## config.mk

```make
export PLATFORM = sky130hd
export DESIGN_NAME = tile_array_ctrl_flat
export DESIGN_NICKNAME = d
export VERILOG_FILES = /design/src/rtl/tile_array_ctrl_if.sv /design/src/rtl/tile_array_ctrl.sv /design/src/flat_wrapper.sv
export SDC_FILE = /design/constraint.sdc
export NUM_CORES = 1
export LEC_CHECK = 0
export ABC_AREA = 1
export CORE_MARGIN = 5
export CORE_UTILIZATION = 38
export DETAILED_ROUTE_END_ITERATION = 6
export PLACE_DENSITY = 0.53
export SLEW_MARGIN = 20
export SYNTH_ARGS = -nofsm -noshare
export SYNTH_HDL_FRONTEND = slang
export SYNTH_SLANG_ARGS = --single-unit
```

## constraint.sdc

```tcl
create_clock -name clk -period 2.5 [get_ports clk]
set_clock_uncertainty 0.15 [all_clocks]
set_input_delay 0.5 -clock clk [delete_from_list [all_inputs] [get_ports clk]]
set_output_delay 0.5 -clock clk [all_outputs]
set_load 0.03 [all_outputs]
```

## src/rtl/tile_array_ctrl_if.sv

```systemverilog
// Scheduler/fmap-buffer/array control bundle for tile_array_ctrl.
// With TILE_ARRAY_CTRL_PERF_EN defined the bundle also carries o_stall_cnt.
interface tile_array_ctrl_if #(
  parameter int unsigned CNT_BW = 16
);
  logic              i_start;
  logic [2:0]        i_layer;
  logic [CNT_BW-1:0] i_num_vec;
  logic              i_abort;
  logic              i_fmap_valid;
  logic              o_fmap_ready;
  logic              o_w_rd_en;
  logic              o_en_tf;
  logic [1:0]        o_cal_state;
  logic [2:0]        o_layer_state;
  logic              o_busy;
  logic              o_result_valid;
  logic              o_done;
`ifdef TILE_ARRAY_CTRL_PERF_EN
  logic [CNT_BW-1:0] o_stall_cnt;

  modport master (
    output i_start, i_layer, i_num_vec, i_abort, i_fmap_valid,
    input  o_fmap_ready, o_w_rd_en, o_en_tf, o_cal_state, o_layer_state,
           o_busy, o_result_valid, o_done, o_stall_cnt
  );
  modport slave (
    input  i_start, i_layer, i_num_vec, i_abort, i_fmap_valid,
    output o_fmap_ready, o_w_rd_en, o_en_tf, o_cal_state, o_layer_state,
           o_busy, o_result_valid, o_done, o_stall_cnt
  );
`else
  modport master (
    output i_start, i_layer, i_num_vec, i_abort, i_fmap_valid,
    input  o_fmap_ready, o_w_rd_en, o_en_tf, o_cal_state, o_layer_state,
           o_busy, o_result_valid, o_done
  );
  modport slave (
    input  i_start, i_layer, i_num_vec, i_abort, i_fmap_valid,
    output o_fmap_ready, o_w_rd_en, o_en_tf, o_cal_state, o_layer_state,
           o_busy, o_result_valid, o_done
  );
`endif
endinterface

```

## src/rtl/tile_array_ctrl.sv

```systemverilog
// Systolic tile array sequencer: weight load, fmap streaming, pipeline drain.
// Optional stall counter (o_stall_cnt) enabled by defining TILE_ARRAY_CTRL_PERF_EN.
module tile_array_ctrl #(
  parameter int unsigned ROWS   = 5,
  parameter int unsigned COLS   = 5,
  parameter int unsigned T_ROWS = 5,
  parameter int unsigned T_COLS = 5,
  parameter int unsigned CNT_BW = 16
) (
  input logic             clk,
  input logic             rst,
  tile_array_ctrl_if.slave bus
);
  localparam logic [CNT_BW-1:0] W_CYC  = CNT_BW'(ROWS * T_ROWS);
  localparam logic [CNT_BW-1:0] W_LAST = CNT_BW'(ROWS * T_ROWS - 1);
  localparam logic [CNT_BW-1:0] D_LAST = CNT_BW'(ROWS * T_ROWS + COLS * T_COLS - 2);

  typedef enum logic [1:0] {
    IDLE    = 2'b00,
    LOAD_W  = 2'b01,
    COMPUTE = 2'b10,
    DRAIN   = 2'b11
  } state_e;

  state_e            state_q, state_d;
  logic [CNT_BW-1:0] cnt_q, cnt_d;
  logic [CNT_BW-1:0] vec_cnt_q, vec_cnt_d;
  logic [CNT_BW-1:0] num_vec_q, num_vec_d;
  logic [2:0]        layer_q, layer_d;

  logic fmap_ready, w_rd_en, en_tf, result_valid, done;

  always_ff @(posedge clk or posedge rst) begin
    if (rst) begin
      state_q   <= IDLE;
      cnt_q     <= '0;
      vec_cnt_q <= '0;
      num_vec_q <= '0;
      layer_q   <= '0;
    end else begin
      state_q   <= state_d;
      cnt_q     <= cnt_d;
      vec_cnt_q <= vec_cnt_d;
      num_vec_q <= num_vec_d;
      layer_q   <= layer_d;
    end
  end

  always_comb begin
    state_d      = state_q;
    cnt_d        = cnt_q;
    vec_cnt_d    = vec_cnt_q;
    num_vec_d    = num_vec_q;
    layer_d      = layer_q;
    fmap_ready   = 1'b0;
    w_rd_en      = 1'b0;
    en_tf        = 1'b0;
    result_valid = 1'b0;
    done         = 1'b0;

    case (state_q)
      IDLE: begin
        if (bus.i_start) begin
          layer_d   = bus.i_layer;
          num_vec_d = bus.i_num_vec;
          cnt_d     = '0;
          vec_cnt_d = '0;
          state_d   = LOAD_W;
        end
      end
      LOAD_W: begin
        w_rd_en = 1'b1;
        en_tf   = 1'b1;
        if (cnt_q == W_LAST) begin
          cnt_d   = '0;
          state_d = (num_vec_q == '0) ? DRAIN : COMPUTE;
        end else begin
          cnt_d = cnt_q + 1'b1;
        end
      end
      COMPUTE: begin
        fmap_ready = 1'b1;
        en_tf      = bus.i_fmap_valid;
        if (bus.i_fmap_valid) begin
          result_valid = (vec_cnt_q >= W_CYC);
          vec_cnt_d    = vec_cnt_q + 1'b1;
          // compare against num_vec-1 so an all-ones vector count never wraps
          if (vec_cnt_q == num_vec_q - 1'b1) begin
            cnt_d   = '0;
            state_d = DRAIN;
          end
        end
      end
      DRAIN: begin
        en_tf        = 1'b1;
        result_valid = 1'b1;
        if (cnt_q == D_LAST) begin
          done    = 1'b1;
          cnt_d   = '0;
          state_d = IDLE;
        end else begin
          cnt_d = cnt_q + 1'b1;
        end
      end
      default: state_d = IDLE;
    endcase

    if (state_q != IDLE && bus.i_abort) begin
      state_d   = IDLE;
      cnt_d     = '0;
      vec_cnt_d = '0;
      done      = 1'b0;
    end
  end

  assign bus.o_fmap_ready   = fmap_ready;
  assign bus.o_w_rd_en      = w_rd_en;
  assign bus.o_en_tf        = en_tf;
  assign bus.o_cal_state    = state_q;
  assign bus.o_layer_state  = (state_q == IDLE) ? 3'b000 : layer_q;
  assign bus.o_busy         = (state_q != IDLE);
  assign bus.o_result_valid = result_valid;
  assign bus.o_done         = done;

`ifdef TILE_ARRAY_CTRL_PERF_EN
  logic [CNT_BW-1:0] stall_q, stall_d;

  always_ff @(posedge clk or posedge rst) begin
    if (rst) stall_q <= '0;
    else     stall_q <= stall_d;
  end

  always_comb begin
    stall_d = stall_q;
    if (state_q == IDLE && bus.i_start)
      stall_d = '0;
    else if (state_q == COMPUTE && !bus.i_fmap_valid && stall_q != '1)
      stall_d = stall_q + 1'b1;
  end

  assign bus.o_stall_cnt = stall_q;
`else
  // no stall counter in this build
`endif
endmodule
```

## src/flat_wrapper.sv

```systemverilog
// flat-port wrapper written by rule: the top's interface ports become plain ports
module tile_array_ctrl_flat 
#(
  parameter int unsigned ROWS   = 5,
  parameter int unsigned COLS   = 5,
  parameter int unsigned T_ROWS = 5,
  parameter int unsigned T_COLS = 5,
  parameter int unsigned CNT_BW = 16
)
  (clk, rst, bus_i_start, bus_i_layer, bus_i_num_vec, bus_i_abort, bus_i_fmap_valid, bus_o_fmap_ready, bus_o_w_rd_en, bus_o_en_tf, bus_o_cal_state, bus_o_layer_state, bus_o_busy, bus_o_result_valid, bus_o_done);
  tile_array_ctrl_if #(.CNT_BW(CNT_BW)) bus_i ();
  input logic clk;
  input logic rst;
  input wire logic [$bits(bus_i.i_start)-1:0] bus_i_start;
  input wire logic [$bits(bus_i.i_layer)-1:0] bus_i_layer;
  input wire logic [$bits(bus_i.i_num_vec)-1:0] bus_i_num_vec;
  input wire logic [$bits(bus_i.i_abort)-1:0] bus_i_abort;
  input wire logic [$bits(bus_i.i_fmap_valid)-1:0] bus_i_fmap_valid;
  output wire logic [$bits(bus_i.o_fmap_ready)-1:0] bus_o_fmap_ready;
  output wire logic [$bits(bus_i.o_w_rd_en)-1:0] bus_o_w_rd_en;
  output wire logic [$bits(bus_i.o_en_tf)-1:0] bus_o_en_tf;
  output wire logic [$bits(bus_i.o_cal_state)-1:0] bus_o_cal_state;
  output wire logic [$bits(bus_i.o_layer_state)-1:0] bus_o_layer_state;
  output wire logic [$bits(bus_i.o_busy)-1:0] bus_o_busy;
  output wire logic [$bits(bus_i.o_result_valid)-1:0] bus_o_result_valid;
  output wire logic [$bits(bus_i.o_done)-1:0] bus_o_done;
  assign bus_i.i_start = bus_i_start;
  assign bus_i.i_layer = bus_i_layer;
  assign bus_i.i_num_vec = bus_i_num_vec;
  assign bus_i.i_abort = bus_i_abort;
  assign bus_i.i_fmap_valid = bus_i_fmap_valid;
  assign bus_o_fmap_ready = bus_i.o_fmap_ready;
  assign bus_o_w_rd_en = bus_i.o_w_rd_en;
  assign bus_o_en_tf = bus_i.o_en_tf;
  assign bus_o_cal_state = bus_i.o_cal_state;
  assign bus_o_layer_state = bus_i.o_layer_state;
  assign bus_o_busy = bus_i.o_busy;
  assign bus_o_result_valid = bus_i.o_result_valid;
  assign bus_o_done = bus_i.o_done;
  tile_array_ctrl #(.ROWS(ROWS), .COLS(COLS), .T_ROWS(T_ROWS), .T_COLS(T_COLS), .CNT_BW(CNT_BW)) u_core (.clk(clk), .rst(rst), .bus(bus_i));
endmodule
```

==> metrics.txt, run 1 <==
status=complete, but fails checks; failing checks=setup timing; NetSw=between 0.002 and 0.0025 W; count leader, synth=nand2_1; nets=between 600 and 700; Initial Util=around 40%; Root Driver=clkbuf_8; final-report hold violation count=0; Clock Latency Late Sink=just over 0.3 ns; post-layout min period=around 2.5 ns; post-synth top area share=between 30% and 40%; Yosys top cell by area=dfrtp_1; Gate power share=around three fifths; Clock Path Buffers=2; syn avg cell area=slightly above 7 um^2; CP startpoint=u_core.cnt_q[9]; initial antenna violation count=0; layout cells sized above 1=19.1%; Mapped Nets=564; Fmax=roughly 390 MHz; met2 Usage GRT=between 20% and 30%; Leak Pwr=~2.3 nW; Pre-Repair DR Iteration Count=4; Die Y=approximately 110 um; HP Class=flop to flop; clk sinks=53; RR Startpoint=u_core.num_vec_q[0]; Synth top cells by count=nand2_1, inv_1, dfrtp_1; hold wc startpoint=u_core.layer_q[0]; actual slew at the worst max-slew pin=0.355 ns; Switching Share=about 48%; clock share of power=a little over a tenth; top cells by area, synth=dfrtp_1, nand2_1, inv_1, nand3_1, nor2_1; Die X=~110 um; Core ar.=~0.01 mm^2; Synth warnings=0; Main synth FF type=dfrtp_1; clock edge transition at the registers on the reported setup and hold paths=around 0.090 ns; Fin Setup TNS=-0.0420 ns; Reg power frac=between 20% and 30%; DP Worst Slack=0.0716 ns; critical path arrival=around 1.9 ns; worst setup path class=flop to output pin; maximum vdd drop=roughly 310 uV; Routed WL=between 9000 and 10000 um; Tcrit/Tclk final=102%; CTS tree=yes; Final WS setup=-0.0420 ns; Area after DPL=about 0.0044 mm^2; # setup viols final=1; GR Util met3=about 2.6%; Mapped Area=between 0.003 and 0.004 mm^2; IO buf count=34; via count=between 3000 and 4000; global route hottest layer=met2; Max-Cap Viols=0; DP Wirelength=roughly 7100 um; Final Util=between 40 and 50%; Relative slew margins=between 70% and 80%; total grt overflow=0; PD cells=around 920 mW/mm^2; met1 Track Usage GR=between 20% and 30%; CTS H-tree lvls=2; global-route wire length before repair=15600 um; number of remaining DRC errors=0; cells after synthesis=529; Final Instance Area=~0.0047 mm^2; wire per inst=13.1 um; P&R area growth vs syn=23.1%; synthesis-stage register bit count=53; Antenna diodes=0; Worst Path Required=roughly 1.9 ns; Detail Route Antenna Nets=0; internal power=0.00224 W; Max FO, Critical Path=2; largest net degree at the start of global routing=54; die footprint=about 0.012 mm^2; Async SR Flop Fraction=between 90% and 100%; crit path capture type=output pin; Unique masters post-synth=37; Initial DRC Count=130; vias in the first global route=3349; # hold bufs at CTS=0; total CTS buffers=5; # IOs=35; Avg Vias per Cell=about 4.9; gp weighted congestion=0.882; Post-synth EDFFs=0; sequential cell area fraction in the yosys report=35.1%; final max-slew violation count=0; row count=36; startpoint types=flop; unrepaired setup endpoints after global routing=yes; GR Util All Layers=about 16%
worst max-delay path, stage by stage (launching register included):
cell     delay [ns]
dfrtp_1        0.40
or2_4          0.26
nor3_2         0.10
nand3_1        0.10
nor4_2         0.18
nand4_1        0.18
nor3_2         0.18
buf_4          0.19
worst paths after layout:
| kind | end | slack (ns) | depth (start not counted) |
|---|---|---|---|
| worst max-delay path | bus_o_done | -0.04 | 7 |
| worst min-delay path | u_core.layer_q[0] | 0.40 | 2 |
| worst max register to register | u_core.cnt_q[3] | 0.13 | 18 |
| worst min register to register | u_core.layer_q[0] | 0.40 | 2 |
| max in group asynchronous | u_core.num_vec_q[13] | 1.55 | 3 |
| min in group asynchronous | u_core.vec_cnt_q[1] | 0.41 | 3 |
state kept, by name (all words and copies together), names as in the netlist:
register,cells
u_core.bus.o_cal_state,2
u_core.cnt_q,16
u_core.layer_q,3
u_core.num_vec_q,16
u_core.vec_cnt_q,16
timing repair:
action                                  in CTS  in global routing
buffers inserted                             0                  3
resized for setup                            3                 28
pin swaps                                    1                  3
endpoints found under the setup margin       3                 23
gates cloned                                 0                  3
metrics by stage:
stage,hold slack (ns),total power [W],instances
2_1_floorplan,0.329,0.00289,529
3_3_place_gp,0.363,0.00355,706
3_5_place_dp,0.371,0.00358,706
4_1_cts,0.405,0.00406,712
5_1_grt,0.432,0.00470,718
6_report,0.398,0.00430,718
cell type report:
class                      instances  area [um^2]
fill                            1004         5070
clock buffer                       5         68.8
timing repair buffer              59          594
sequential                        53         1330
clock inverter                     1         5.00
inverter                          72          270
multi-input combinational        395         2220
tap                              133          166
kinds of logic after synthesis:
logic type / count (synthesis) / share of synthesized area [%]
and+or+nand+nor: 300 / 37.8
buffers and inverters: 81 / 8.90
AOI/OAI and AO/OA: 76 / 12.7
DFF: 53 / 35.1
adders and majority gates: 11 / 3.64
xor gates and xnor gates: 8 / 1.85
per-layer routing:
metal	up-vias	share of wire, %
met4	0	1.2
li1	1831	-
met5	-	0
met3	11	2.4
met2	41	52
met1	1612	44
power groups by stage:
stage / clock (W) / sequential (W) / combinational [W]
2_1_floorplan: 0 / 0.00125 / 0.00164
3_5_place_dp: 0 / 0.00127 / 0.00231
5_1_grt: 0.000523 / 0.00128 / 0.00289
4_1_cts: 0.000487 / 0.00125 / 0.00232
6_report: 0.000461 / 0.00126 / 0.00258
3_3_place_gp: 0 / 0.00127 / 0.00228
layout by cell type (no fill, tap or decap), drive strengths merged:
cell,Yosys,layout
a21oi,18,18
a221oi,1,1
a31oi,2,2
buf,6,28
clkbuf,3,7
clkdlybuf4s50,0,26
clkinv,1,2
dfrtp,53,53
dlymetal6s2s,0,3
ha,11,11
inv,71,71
nand2,160,160
nand3,38,38
nand3b,6,6
nand4,10,10
nor2,63,63
nor3,13,13
nor4,6,6
o2111a,1,1
o211ai,3,3
o21a,2,2
o21ai,44,44
o21bai,2,2
o221a,1,1
o31ai,2,2
or2,4,4
xnor2,2,2
xor2,6,6
Note: power is estimated with default switching activity, not from simulation.
==> run 2, diff against run 1 <==
--- a/config.mk
+++ b/config.mk
@@ -8,8 +8,10 @@
 export ABC_AREA = 1
 export CORE_MARGIN = 5
 export CORE_UTILIZATION = 38
+export CTS_CLUSTER_DIAMETER = 100
 export DETAILED_ROUTE_END_ITERATION = 6
 export PLACE_DENSITY = 0.53
+export SKIP_LAST_GASP = 1
 export SLEW_MARGIN = 20
 export SYNTH_ARGS = -nofsm -noshare
 export SYNTH_HDL_FRONTEND = slang
==> run 2 against run 1 <==
Effect of this change:
- the run still ends with setup timing left
- highest routed layer unchanged
- non-clock buffer count unchanged
- global-route usage unchanged
- flip-flop and latch count unchanged
- maximum frequency decreased by 3.4%
- sequential power about the same
- via count increased by 0.26%
- setup slack got worse by 0.089 ns
- critical endpoint unchanged
- clock power about the same
- critical path type unchanged
- cell area decreased by 0.16%
- sequential share of layout area about the same
==> metrics.txt, run 2 (synthesis results as in run 1) <==
status=complete, but fails checks (unchanged); failing checks=setup timing (unchanged); final-report hold violation count=0 (unchanged); Die Y=110 um (unchanged); most common cell after layout, fill and taps aside=nand2_1 (unchanged); Core ar.=0.00973 mm^2 (unchanged); Largest regs=u_core.cnt_q: 16 flops, u_core.num_vec_q: 16 flops, u_core.vec_cnt_q: 16 flops (unchanged); gp weighted congestion=0.882 (unchanged); number of remaining DRC errors=0 (unchanged); FF+latch area=0.00133 mm^2 (unchanged); largest net degree at the start of global routing=54 (unchanged); Leak Pwr=2.26 nW (about the same); Initial Util=38.9% (unchanged); nets=621 (unchanged); layout cells sized above 1=19.0% (was 19.1%); most frequent cells in the layout=nand2_1, inv_1, dfrtp_1 (unchanged); Max FO, Critical Path=2 (unchanged); post-layout min period=2.63 ns (was 2.54 ns); unrepaired setup endpoints after global routing=yes (unchanged); final non-filler cell total=718 (unchanged); CTS tree=yes (unchanged); Root Driver=clkbuf_8 (unchanged); total grt overflow=0 (unchanged); Initial DRC Count=134 (was 130); DP Worst Slack=0.0716 ns (unchanged); Pre-Repair DR Iteration Count=4 (unchanged); vias in the first global route=3349 (unchanged); Tcrit/Tclk final=105% (was 102%); total CTS buffers=5 (unchanged); Die X=110 um (unchanged); # setup viols final=1 (unchanged); Area after DPL=0.00438 mm^2 (unchanged); Worst Path Required=1.85 ns (about the same); Relative slew margins=76.2% (was 76.1%); actual slew at the worst max-slew pin=0.353 ns (was 0.355 ns); wire per inst=13.1 um (unchanged); # IOs=35 (unchanged); # hold bufs at CTS=0 (unchanged); worst setup path class=flop to output pin (unchanged); Avg Vias per Cell=4.88 (was 4.87); Multi-input gate area=0.00222 mm^2 (about the same); critical path arrival=1.98 ns (was 1.89 ns); max incr delay on CP=0.40 ns (about the same); via count=3504 (was 3495); PD cells=925 mW/mm^2 (was 923 mW/mm^2); P&R area growth vs syn=22.9% (was 23.1%); Max-Cap Viols=0 (unchanged); Fillers=1005 (was 1004); Fmax=380 MHz (was 393 MHz); die footprint=0.0120 mm^2 (unchanged); initial antenna violation count=0 (unchanged); crit path capture type=output pin (unchanged); Final WS setup=-0.131 ns (was -0.0420 ns); clock edge transition at the registers on the reported setup and hold paths=0.09 ns (about the same); DP Wirelength=7120 um (unchanged); HP Class=flop to flop (unchanged); Routed WL=9370 um (unchanged); CTS H-tree lvls=2 (unchanged); maximum vdd drop=312 uV (about the same); Clock Latency Late Sink=0.31 ns (about the same); IO buf count=34 (unchanged); startpoint types=flop (unchanged); DP Cell Count=706 (unchanged); clk sinks=53 (unchanged); final max-slew violation count=0 (unchanged); crit path max-delay cell type=dfrtp_1 (unchanged); Final Instance Area=0.00465 mm^2 (about the same); Clock Path Buffers=2 (unchanged); CP cell instances=or2_2 > nor3_1 > nand3_1 > nor4_2 > nand4_1 > nor3_2 > buf_4 (was or2_4 > nor3_2 > nand3_1 > nor4_2 > nand4_1 > nor3_2 > buf_4); GR Util All Layers=16.2% (unchanged); Antenna diodes=0 (unchanged); global-route wire length before repair=15600 um (unchanged); Detail Route Antenna Nets=0 (unchanged); row count=36 (unchanged)
run 2: cell counts in the layout (fill, tap and decap cells not counted):
No cell type changed its count.
run 2: final cells by class:
class | count | share of cell area, %
Sequential cell | 53 | 28.5
Clock buffer | 5 | 1.48
Tap cell | 133 | 3.58
Timing Repair Buffer | 59 | 12.8
Multi-Input combinational cell | 395 | 47.7
Clock inverter | 1 | 0.108
Inverter | 72 | 5.82
run 2: routing by layer:
metal | up-vias | GRT usage (%) | wire (um)
met5 | - | 0 | 0
met4 | 0 | 3.47 | 104
met3 | 9 | 2.58 | 232
met2 | 41 | 29.4 | 4880
met1 | 1626 | 20.2 | 4160
li1 | 1828 | - | -
run 2: timing repair:
item | CTS | global route
cloned | 0 | 3
resized for setup | 3 | 26
pin swaps | 1 | 3
setup endpoints to repair | 3 | 23
setup buffers | 0 | 3
run 2: where the power goes:
group          leakage [nW]  internal (W)  switching, W
combinational          1.51       0.00101       0.00157
sequential            0.705       0.00104      0.000215
clock                0.0399      0.000186      0.000279
total                  2.26       0.00224       0.00206
run 2: final timing paths:
path                            cells past startpoint  slack, ns                 from              endpoint
worst max register to register                     18       0.15  u_core.num_vec_q[0]       u_core.cnt_q[3]
worst min register to register                      2       0.40    u_core.layer_q[0]     u_core.layer_q[0]
worst min-delay path                                2       0.40    u_core.layer_q[0]     u_core.layer_q[0]
max in group asynchronous                           3       1.55                  rst  u_core.num_vec_q[13]
min in group asynchronous                           3       0.41                  rst   u_core.vec_cnt_q[1]
worst max-delay path                                7      -0.13      u_core.cnt_q[9]            bus_o_done
run 2: through the flow:
stage          hold WS (ns)  util [%]  power [W]   TNS, ns
4_1_cts               0.405      45.9    0.00406    -0.158
3_3_place_gp          0.363      45.0    0.00355  -0.00255
6_report              0.398      47.8    0.00430    -0.131
3_5_place_dp          0.371      45.0    0.00358         0
2_1_floorplan         0.329         -    0.00289         0
5_1_grt               0.432      47.8    0.00470    -0.789
run 2: critical path: cells and delay by family, from the launching register on:
kind                   cells  cell delay (ns)
DFF                        1             0.40
buffers and inverters      1             0.19
and+or+nand+nor            6             1.08
